**src/rtl/uc_sequenciador_canais.sv**
```systemverilog
// rtl/uc_sequenciador_canais.sv - game-tick sequencer running compare/move handshakes over N entity channels
// Moore FSM with registered pulse outputs, channel enable mask, handshake watchdog and frame counter.
module uc_sequenciador_canais #(
  parameter int N_CANAIS = 2,
  parameter int CW       = 3,
  parameter int TIMEOUT  = 1023,
  parameter int TW       = 10,
  parameter int QW       = 8
) (
  input  logic                clock,
  input  logic                reset,
  input  logic                tick,
  input  logic                forca_tick,
  input  logic                pede_gera,
  input  logic                fim_gera,
  input  logic [N_CANAIS-1:0] habilita_canal,
  input  logic [N_CANAIS-1:0] tem_mais,
  input  logic [N_CANAIS-1:0] fim_compara,
  input  logic [N_CANAIS-1:0] fim_move,
  input  logic                fim_frame,
  output logic [N_CANAIS-1:0] compara,
  output logic [N_CANAIS-1:0] move,
  output logic                gera_asteroide,
  output logic                reset_gerador_random,
  output logic                gera_frame,
  output logic                pausar_renderizacao,
  output logic                fim_ciclo,
  output logic                erro_timeout,
  output logic [QW-1:0]       contador_quadros,
  output logic [CW-1:0]       db_canal,
  output logic [4:0]          db_estado
);

  typedef enum logic [4:0] {
    INICIO         = 5'd0,
    INICIA_GERA    = 5'd1,
    ESPERA_GERA    = 5'd2,
    ESPERA         = 5'd3,
    SELECIONA      = 5'd4,
    COMPARA        = 5'd5,
    ESPERA_COMPARA = 5'd6,
    MOVE           = 5'd7,
    ESPERA_MOVE    = 5'd8,
    INICIA_FRAME   = 5'd9,
    ESPERA_FRAME   = 5'd10,
    FIM            = 5'd11,
    ERRO           = 5'd12
  } estado_t;

  estado_t             estado, prox;
  logic [CW-1:0]       canal, prox_canal;
  logic [TW-1:0]       wd;
  logic [TW:0]         wd_inc;
  logic [N_CANAIS-1:0] sel, prox_sel;
  logic                esperando, pronto, estouro;

  // One-hot channel decode avoids indexing the vectors with canal == N_CANAIS.
  always_comb begin
    sel      = '0;
    prox_sel = '0;
    for (int i = 0; i < N_CANAIS; i++) begin
      sel[i]      = (canal == CW'(i));
      prox_sel[i] = (prox_canal == CW'(i));
    end
  end

  always_comb begin
    esperando = 1'b0;
    pronto    = 1'b0;
    case (estado)
      ESPERA_GERA:    begin esperando = 1'b1; pronto = fim_gera; end
      ESPERA_COMPARA: begin esperando = 1'b1; pronto = |(fim_compara & sel); end
      ESPERA_MOVE:    begin esperando = 1'b1; pronto = |(fim_move & sel); end
      ESPERA_FRAME:   begin esperando = 1'b1; pronto = fim_frame; end
      default:        ;
    endcase
  end

  // Timeout fires on the wait cycle whose increment would reach TIMEOUT.
  assign wd_inc  = {1'b0, wd} + (TW+1)'(1);
  assign estouro = esperando && !pronto && (TIMEOUT != 0) && (wd_inc == (TW+1)'(TIMEOUT));

  always_comb begin
    prox       = estado;
    prox_canal = canal;
    case (estado)
      INICIO:      prox = INICIA_GERA;
      INICIA_GERA: prox = ESPERA_GERA;
      ESPERA_GERA: begin
        if (pronto)       prox = ESPERA;
        else if (estouro) prox = ERRO;
      end
      ESPERA: begin
        if (pede_gera) begin
          prox = INICIA_GERA;
        end else if (tick || forca_tick) begin
          prox       = SELECIONA;
          prox_canal = '0;
        end
      end
      SELECIONA: begin
        if (canal == CW'(N_CANAIS))        prox = INICIA_FRAME;
        else if (|(habilita_canal & sel)) prox = COMPARA;
        else                               prox_canal = canal + CW'(1);
      end
      COMPARA: prox = ESPERA_COMPARA;
      ESPERA_COMPARA: begin
        if (pronto) begin
          if (|(tem_mais & sel)) begin
            prox = MOVE;
          end else begin
            prox       = SELECIONA;
            prox_canal = canal + CW'(1);
          end
        end else if (estouro) begin
          prox = ERRO;
        end
      end
      MOVE: prox = ESPERA_MOVE;
      ESPERA_MOVE: begin
        if (pronto)       prox = COMPARA;
        else if (estouro) prox = ERRO;
      end
      INICIA_FRAME: prox = ESPERA_FRAME;
      ESPERA_FRAME: begin
        if (pronto)       prox = FIM;
        else if (estouro) prox = ERRO;
      end
      FIM:     prox = ESPERA;
      ERRO:    prox = ERRO;
      default: prox = INICIO;
    endcase
  end

  // Outputs are registered from the next state so they line up with the state they describe.
  always_ff @(posedge clock) begin
    if (reset) begin
      estado               <= INICIO;
      canal                <= '0;
      wd                   <= '0;
      contador_quadros     <= '0;
      compara              <= '0;
      move                 <= '0;
      gera_asteroide       <= 1'b0;
      reset_gerador_random <= 1'b1;
      gera_frame           <= 1'b0;
      pausar_renderizacao  <= 1'b0;
      fim_ciclo            <= 1'b0;
      erro_timeout         <= 1'b0;
    end else begin
      estado <= prox;
      canal  <= prox_canal;
      if (prox != estado)             wd <= '0;
      else if (esperando && !pronto)  wd <= wd + TW'(1);
      if (estado == FIM) contador_quadros <= contador_quadros + QW'(1);
      compara              <= (prox == COMPARA) ? prox_sel : '0;
      move                 <= (prox == MOVE) ? prox_sel : '0;
      gera_asteroide       <= (prox == INICIA_GERA);
      reset_gerador_random <= (prox == INICIO);
      gera_frame           <= (prox == INICIA_FRAME);
      pausar_renderizacao  <= (prox == INICIA_FRAME) || (prox == ESPERA_FRAME);
      fim_ciclo            <= (prox == FIM);
      erro_timeout         <= (prox == ERRO);
    end
  end

  assign db_canal  = canal;
  assign db_estado = (5'(estado) <= 5'd12) ? 5'(estado) : 5'd31;

endmodule
```
**config.mk**
```make
export PLATFORM = sky130hd
export DESIGN_NAME = uc_sequenciador_canais
export DESIGN_NICKNAME = d
export VERILOG_FILES = /design/src/rtl/uc_sequenciador_canais.sv
export SDC_FILE = /design/constraint.sdc
export NUM_CORES = 1
export LEC_CHECK = 0
export ABC_AREA = 1
export CELL_PAD_IN_SITES_DETAIL_PLACEMENT = 0
export CELL_PAD_IN_SITES_GLOBAL_PLACEMENT = 2
export CORE_MARGIN = 2
export CORE_UTILIZATION = 29
export DETAILED_ROUTE_END_ITERATION = 7
export PLACE_DENSITY = 0.82
export REMOVE_ABC_BUFFERS = 1
export SLEW_MARGIN = 20
export SYNTH_ARGS = -nofsm -noshare
export SYNTH_HDL_FRONTEND = slang
export SYNTH_SLANG_ARGS = --single-unit
```
**constraint.sdc**
```tcl
create_clock -name clock -period 4 [get_ports clock]
set_clock_uncertainty 0.05 [all_clocks]
set_input_delay 1.2 -clock clock [delete_from_list [all_inputs] [get_ports clock]]
set_output_delay 1.2 -clock clock [all_outputs]
set_load 0.01 [all_outputs]
```
==> impl_metrics.ini, run 1 <==
[run_status]
outcome = completed

[yosys]
synthSimpleGateAreaFrac_pct = 40.6
synth_edf_count = 0
ys_ff_latch = 36
synth_seq_area_share_pct = 31.9
yosysTopAreaCellShare_pct = 31.9
yosysMostFrequentCell = nand2_1
netlist-cell-type-count = 33
async_flop_share_pct = 0
synthAdderAreaFrac_pct = 3.88
synthMuxAreaShare_pct = 0
synth_area_leaders = dfxtp_1, nand2_1, inv_1, nand3_1, nor2_1
yosysTopAreaCell = dfxtp_1
ys_top_cells_by_count = nand2_1, inv_1, nor2_1, dfxtp_1, nand3_1
synth_warnings = 0
synth_top_family_by_area = simple AND/OR/NAND/NOR gates
synthCells = 346
synthXorXnorAreaFrac_pct = 1.55
synth_compound_area_share_pct = 11.0
syn-cell-area_um2 = 2260
syn_avg_cell_area_um2 = 6.52
ys.flop_type = dfxtp_1

[die]
die_area_um2 = 8510
ios = 41
start_util_pct = 29.5
fp.dieW_um = 92.2
fp.dieH_um = 92.2
fp-row-count = 32
core_um2 = 7650

[clocking]
post_cts_resized = 0
cts_hold_buf = 0
clockBufferDepth = 2
post_cts_buffers = 0
clkSinkCount = 36
cts-htree-levels = 2
path_clk_slew_ps = 70
cts_root_buffer = clkbuf_8
clkLatencyLatePin_ps = 290
cts_buffers = 5
cts_tree = done

[finish]
drive_gt1_share_pct = 12.3
syn_to_final_growth_pct = 26.5
diodes = 0
fin_nets = 412

[hold_path]
min_to = contador_quadros[7]
min_path_cells = 2
worstHoldStart = contador_quadros[7]
hold_class = flop to flop

[timing]
post-route-period-util_pct = 81.8
layout_setup_ws_ps = 730
slew_headroom_pct = 60.4
finalCriticalPeriod_ps = 3270
tns_ps = 0
worstMarginPinSlew_ps = 592
setup_viol = 0
fmax_mhz = 306
grt_setup_unrepaired = no
hold_violations = 0
final_max_slew_viol_count = 0

[place]
io_buffers = 40
pre_cts_slack_ps = 560
dp_hpwl_mm = 4.69
gp_congestion = 0.856

[critical_path]
worstSetupPathType = flop to primary output
crit_fanout = 8
rr_endpoint = compara[0]
endpoint_kind = primary output
worstPathRequired_ps = 2750
r2r_start = db_canal[0]
cp-start-kind = flop
reg2reg_slack_ps = 1310
r2r_cells = 15
crit_arrival_ps = 2020

[routing]
wl_met3_um = 165
ant_nets = 0
wl_met1_mm = 2.75
wl_per_cell_um = 12.0
drtPass1Iterations = 4
vias = 2195
routed-wl-met2_mm = 2.85
drtIter0Drc = 93
drcViolationCount = 0
finalWirelength_mm = 5.92
highest_layer = met4
vias_per_cell = 4.45

[grt]
grt_max_degree = 14
grt_pass1_wl_mm = 9.80
antenna_found_initial = 0
grt_overflow = 0
grtUsageTotal_pct = 14.6
grt_pass1_vias = 2116

[pwr]
p_leak_nw = 1.29
power.density_nw_per_um2 = 250
peakVddDrop_uv = 174

[flow_run]
drv_cap = 0
[layout by cell type, fill, tap and decap left out, types with 2 or more instances in the layout]
| cell | count |
|---|---|
| ha_1 | 7 |
| nand4_1 | 5 |
| nand2_4 | 4 |
| nor2_1 | 42 |
| o21ai_1 | 2 |
| inv_2 | 9 |
| xor2_1 | 3 |
| nand2_2 | 4 |
| nand3_1 | 33 |
| nand3_2 | 3 |
| clkdlybuf4s50_1 | 40 |
| o21ai_0 | 19 |
| o211ai_1 | 3 |
| nor2_2 | 17 |
| clkbuf_8 | 6 |
| dfxtp_1 | 36 |
| a21oi_1 | 11 |
| nor3_1 | 6 |
| nand2_1 | 80 |
| inv_1 | 46 |
[cells by family after synthesis]
family          Yosys count
simple gates            196
buf+inv                  60
compound gates           42
flops                    36
fa+ha+maj                 7
xor+xnor                  4
other cells               1
[worst max-delay path: stages, from the launching register on]
cell and delay (ps):
dfxtp_1 560, nor2_2 140, o21ai_0 260, inv_1 130, nand2_1 100, clkdlybuf4s50_1 540
[through the flow]
stage	hold WS, ps	std cells	power (mW)	utilization (%)	cell area [um^2]
after floorplan	433	342	0.406	-	2220
after global placement	401	485	0.442	36.1	2760
after detailed placement	428	485	0.441	36.1	2760
after CTS	440	493	0.726	37.3	2860
after global routing	455	493	0.753	37.3	2860
final	430	493	0.713	37.3	2860
[routing by layer]
layer,track usage (%),vias to the layer above
li1,-,1180
met1,17.6,964
met2,25.6,37
met3,2.79,14
met4,5.85,0
met5,0,-
[power by group]
group | switching [mW] | internal, mW | leakage [nW]
logic | 0.0367 | 0.0304 | 0.951
clock network | 0.140 | 0.141 | 0.0516
registers | 0.00431 | 0.361 | 0.291
[area by class of cell]
class,count,area [um^2]
tap,102,128
clock inverter,2,13.8
multi-input combinational,250,1290
fill,846,4790
inverter,56,210
clock buffer,6,82.6
timing repair buffer,41,408
sequential,36,721
[registers in the layout, summed over array words and instances (netlist names), 2 cells and up]
register / count
compara: 2
contador_quadros: 8
db_canal: 3
estado: 5
move: 2
wd: 10
[worst max path at each step]
stage / from / to / slack (ps) / cells past startpoint
2_1_floorplan: fim_compara[1] / wd[0] / 1300 / 15
3_3_place_gp: fim_compara[0] / wd[5] / 570 / 16
3_5_place_dp: fim_compara[1] / move[1] / 560 / 14
4_1_cts: estado[1] / db_estado[0] / 730 / 5
5_1_grt: fim_compara[1] / wd[4] / 620 / 16
6_report: estado[1] / db_estado[0] / 730 / 5
No activity file was read; power rests on OpenSTA's default activity.
==> run 2, diff against run 1 <==
Settings changed: CORE_UTILIZATION 29 to 28, PLACE_DENSITY 0.82 to 0.79.
Clock period 4 ns to 3.4 ns, I/O delays scaled along.
==> impl_metrics.ini, run 2 (synthesis results as in run 1) <==
[run_status]
outcome = completed

[place]
io_buffers = 40
dpl_cell_area_um2 = 2770
gp_congestion = 0.850
dp_hpwl_mm = 4.82

[pwr]
power.density_nw_per_um2 = 309
p_leak_nw = 1.31
peakVddDrop_uv = 153

[die]
fp-row-count = 32
start_util_pct = 29.1
fp.dieW_um = 93.8
die_area_um2 = 8800
ios = 41
fp.dieH_um = 93.8
core_um2 = 7770

[critical_path]
reg2reg_slack_ps = 820
worstPathRequired_ps = 2330
critical_path.cell_chain = nor2_2, o21ai_0, inv_1, nand2_1, clkdlybuf4s50_1
endpoint_kind = primary output
rr_endpoint = compara[0]
crit_fanout = 7
critPathMaxStageDelay_ps = 540
cpLargestDelayFamily = buffers and inverters
slowest_stage = clkdlybuf4s50_1
crit_arrival_ps = 2160
critPathBufInv = 2
r2r_start = db_canal[0]
worstSetupPathType = flop to primary output
r2r_cells = 15
cp-start-kind = flop

[clocking]
cts_hold_buf = 0
cts-htree-levels = 2
cts_root_buffer = clkbuf_8
cts_tree = done
cts_buffers = 5
post_cts_resized = 0
clkSinkCount = 36
clockBufferDepth = 2
post_cts_buffers = 0
path_clk_slew_ps = 80
clkLatencyLatePin_ps = 300

[timing]
slew_headroom_pct = 60.9
worstMarginPinSlew_ps = 585
fmax_mhz = 309
hold_violations = 0
setup_viol = 0
tns_ps = 0
final_max_slew_viol_count = 0
grt_setup_unrepaired = no
post-route-period-util_pct = 95.1
finalCriticalPeriod_ps = 3230

[flow_run]
drv_cap = 0

[hold_path]
min_path_cells = 2
worstHoldStart = contador_quadros[7]
min_to = contador_quadros[7]
hold_class = flop to flop

[routing]
ant_nets = 0
vias_per_cell = 4.48
finalWirelength_mm = 6.11
drcViolationCount = 0
wl_per_cell_um = 12.3
drtPass1Iterations = 4
vias = 2217
drtIter0Drc = 90

[finish]
reg.largest.list = wd: 10 flops, contador_quadros: 8 flops, estado: 5 flops
top_register = wd
final_common_cell = nand2_1
drive_gt1_share_pct = 12.5
syn_to_final_growth_pct = 27.7
post-route-util_pct = 37.1
fin_nets = 414
largest_reg_flops = 10
final_cell_mix = nand2_1, inv_1, nor2_1
fin_area_um2 = 2880
diodes = 0

[grt]
antenna_found_initial = 0
grt_pass1_vias = 2212
grt_max_degree = 13
grt_overflow = 0
grt_pass1_wl_mm = 10.4
grtUsageTotal_pct = 15.1
run 2: cell count changes in the layout (fill, tap and decap cells not counted), sizes merged:
| cell | before | now |
|---|---|---|
| bufinv | 0 | 1 |
| buf | 1 | 3 |
| inv | 56 | 55 |
run 2: stage by stage:
stage          worst slack [ps]  hold slack, ps  power, mW  cells
2_1_floorplan               882             433      0.478    342
3_3_place_gp                263             401      0.522    487
3_5_place_dp                256             409      0.521    487
4_1_cts                     196             423      0.903    495
5_1_grt                     150             461      0.925    495
6_report                    166             417      0.891    495
run 2: worst max path at each step:
| stage | startpoint | end | depth (start not counted) |
|---|---|---|---|
| 2_1_floorplan | fim_compara[1] | wd[0] | 15 |
| 3_3_place_gp | forca_tick | wd[5] | 10 |
| 3_5_place_dp | fim_compara[1] | compara[0] | 14 |
| 4_1_cts | estado[0] | db_estado[0] | 5 |
| 5_1_grt | estado[0] | db_estado[0] | 5 |
| 6_report | estado[0] | db_estado[0] | 5 |
run 2: metal layers:
| metal | GRT usage [%] | part of all wire, % | up-vias |
|---|---|---|---|
| li1 | - | - | 1181 |
| met1 | 19.0 | 46 | 989 |
| met2 | 25.1 | 48 | 36 |
| met3 | 3.45 | 3.2 | 11 |
| met4 | 5.68 | 2.3 | 0 |
| met5 | 0 | 0 | - |
run 2: power breakdown:
part | internal (mW) | total [mW] | switching, mW
Sequential | 0.425 | 0.429 | 0.00447
Combinational | 0.0364 | 0.0815 | 0.0451
Clock | 0.218 | 0.380 | 0.162
run 2: cell type report:
class,count,area (um^2)
multi-input cells,250,1290
fillers,862,4890
clock buffers,6,72.6
flip-flops and latches,36,721
repair buffers,43,423
inverters,56,210
well taps,102,128
clock inverters,2,35.0
run 2: worst register-to-register path, stage by stage, from the launching register on:
cell and delay (ps):
dfxtp_1 470, inv_1 120, ha_1 260, nand3_1 90
nand2_1 90, a21oi_4 200, nand3_2 150, nor2_2 120
nand2_1 100, nand3_1 80, nand2_1 80, nand2_1 120
nand2_1 110, nor2_1 170, nand3_1 190, nor2_1 140
==> run 3, diff against run 2 <==
Settings changed: CORE_UTILIZATION 28 to 29, CTS_BUF_LIST set to sky130_fd_sc_hd__clkbuf_4, PLACE_DENSITY 0.79 to 0.82.
==> impl_metrics.ini, run 3 (synthesis results as in run 1) <==
[critical_path]
worstSetupPathType = flop to primary output
cp-start-kind = flop
worstPathRequired_ps = 2330
crit_arrival_ps = 2080
endpoint_kind = primary output
crit_fanout = 7

[timing]
hold_slack_ps = 433
post-route-period-util_pct = 92.6
hold_violations = 0
finalCriticalPeriod_ps = 3150
layout_setup_ws_ps = 253
worstMarginPinSlew_ps = 591
tns_ps = 0
slew_headroom_pct = 60.4
setup_viol = 0
final_max_slew_viol_count = 0
grt_setup_unrepaired = no
fmax_mhz = 318

[pwr]
power.density_nw_per_um2 = 292
power.internal_uw = 619
pwr-share-clk_pct = 38.8
switchingPower_uw = 214
switching_share_pct = 25.7
p_leak_nw = 1.29
power.total_uw = 833
peakVddDrop_uv = 165
combPwrFrac_pct = 9.6
p_seq_share_pct = 51.6

[finish]
final_common_cell = nand2_1
final_cells = 495
reg.largest.list = wd: 10 flops, contador_quadros: 8 flops, estado: 5 flops
final_cell_mix = nand2_1, inv_1, nor2_1
drive_gt1_share_pct = 12.7
fin_area_um2 = 2860
syn_to_final_growth_pct = 26.6
diodes = 0
fin_nets = 414
largest_reg_flops = 10
post-route-util_pct = 37.4
fillers = 845
top_register = wd

[place]
io_buffers = 40
gp_congestion = 0.903
dp_cells = 487
dpl_cell_area_um2 = 2770
pre_cts_slack_ps = 214
dp_hpwl_mm = 4.72

[die]
fp-row-count = 32
start_util_pct = 29.5
fp.dieH_um = 92.2
die_area_um2 = 8510
fp.dieW_um = 92.2
core_um2 = 7650
ios = 41

[routing]
drtPass1Iterations = 5
drcViolationCount = 0
ant_nets = 0
drtIter0Drc = 89
finalWirelength_mm = 5.96
wl_per_cell_um = 12.0
vias_per_cell = 4.46
vias = 2210

[clocking]
cts_tree = done
path_clk_slew_ps = 140
clockBufferDepth = 2
cts_root_buffer = clkbuf_4
clkLatencyLatePin_ps = 360
post_cts_buffers = 0
clkSinkCount = 36
cts_buffers = 5
cts-htree-levels = 2
cts_hold_buf = 0
post_cts_resized = 0

[flow_run]
drv_cap = 0

[hold_path]
hold_class = flop to flop

[grt]
grt_max_degree = 14
grt_overflow = 0
antenna_found_initial = 0
grt_pass1_wl_mm = 10.0
grtUsageTotal_pct = 14.9
grt_pass1_vias = 2208

[run_status]
outcome = completed
## run 3: cell type report
cell class,instances,area [um^2],share of cell area (%)
multi-input combinational,250,1290,45.2
timing repair buffer,43,423,14.8
clock inverter,3,46.3,1.62
sequential,36,721,25.2
clock buffer,5,37.5,1.31
tap,102,128,4.47
inverter,56,210,7.36
## run 3: power by group through the flow
stage | clock network [mW] | logic (mW) | registers (mW)
after global placement | 0 | 0.0819 | 0.439
after CTS | 0.338 | 0.0816 | 0.430
final | 0.323 | 0.0803 | 0.430
after detailed placement | 0 | 0.0811 | 0.439
after global routing | 0.353 | 0.0897 | 0.431
after floorplan | 0 | 0.0388 | 0.439
## run 3: path summary, 6_finish.rpt
check | slack [ps] | depth (start not counted) | startpoint | endpoint
worst min register to register | 430 | 2 | contador_quadros[7] | contador_quadros[7]
worst max-delay path | 250 | 5 | estado[0] | db_estado[0]
worst min-delay path | 430 | 2 | contador_quadros[7] | contador_quadros[7]
worst max register to register | 820 | 17 | db_canal[0] | wd[6]
## run 3: metal layers
metal	wire length (um)	up-vias	share of wire, %	track usage (%)
li1	-	1186	-	-
met2	2930	34	49	25.7
met4	81	0	1.4	5.10
met3	168	6	2.8	3.04
met5	0	-	0	0
met1	2780	984	47	18.3
## run 3: critical path: stages (launching register included)
cell and delay (ps):
dfxtp_1 520, nor2_2 120, o21ai_0 300, inv_1 140
nand2_1 100, clkdlybuf4s50_1 540
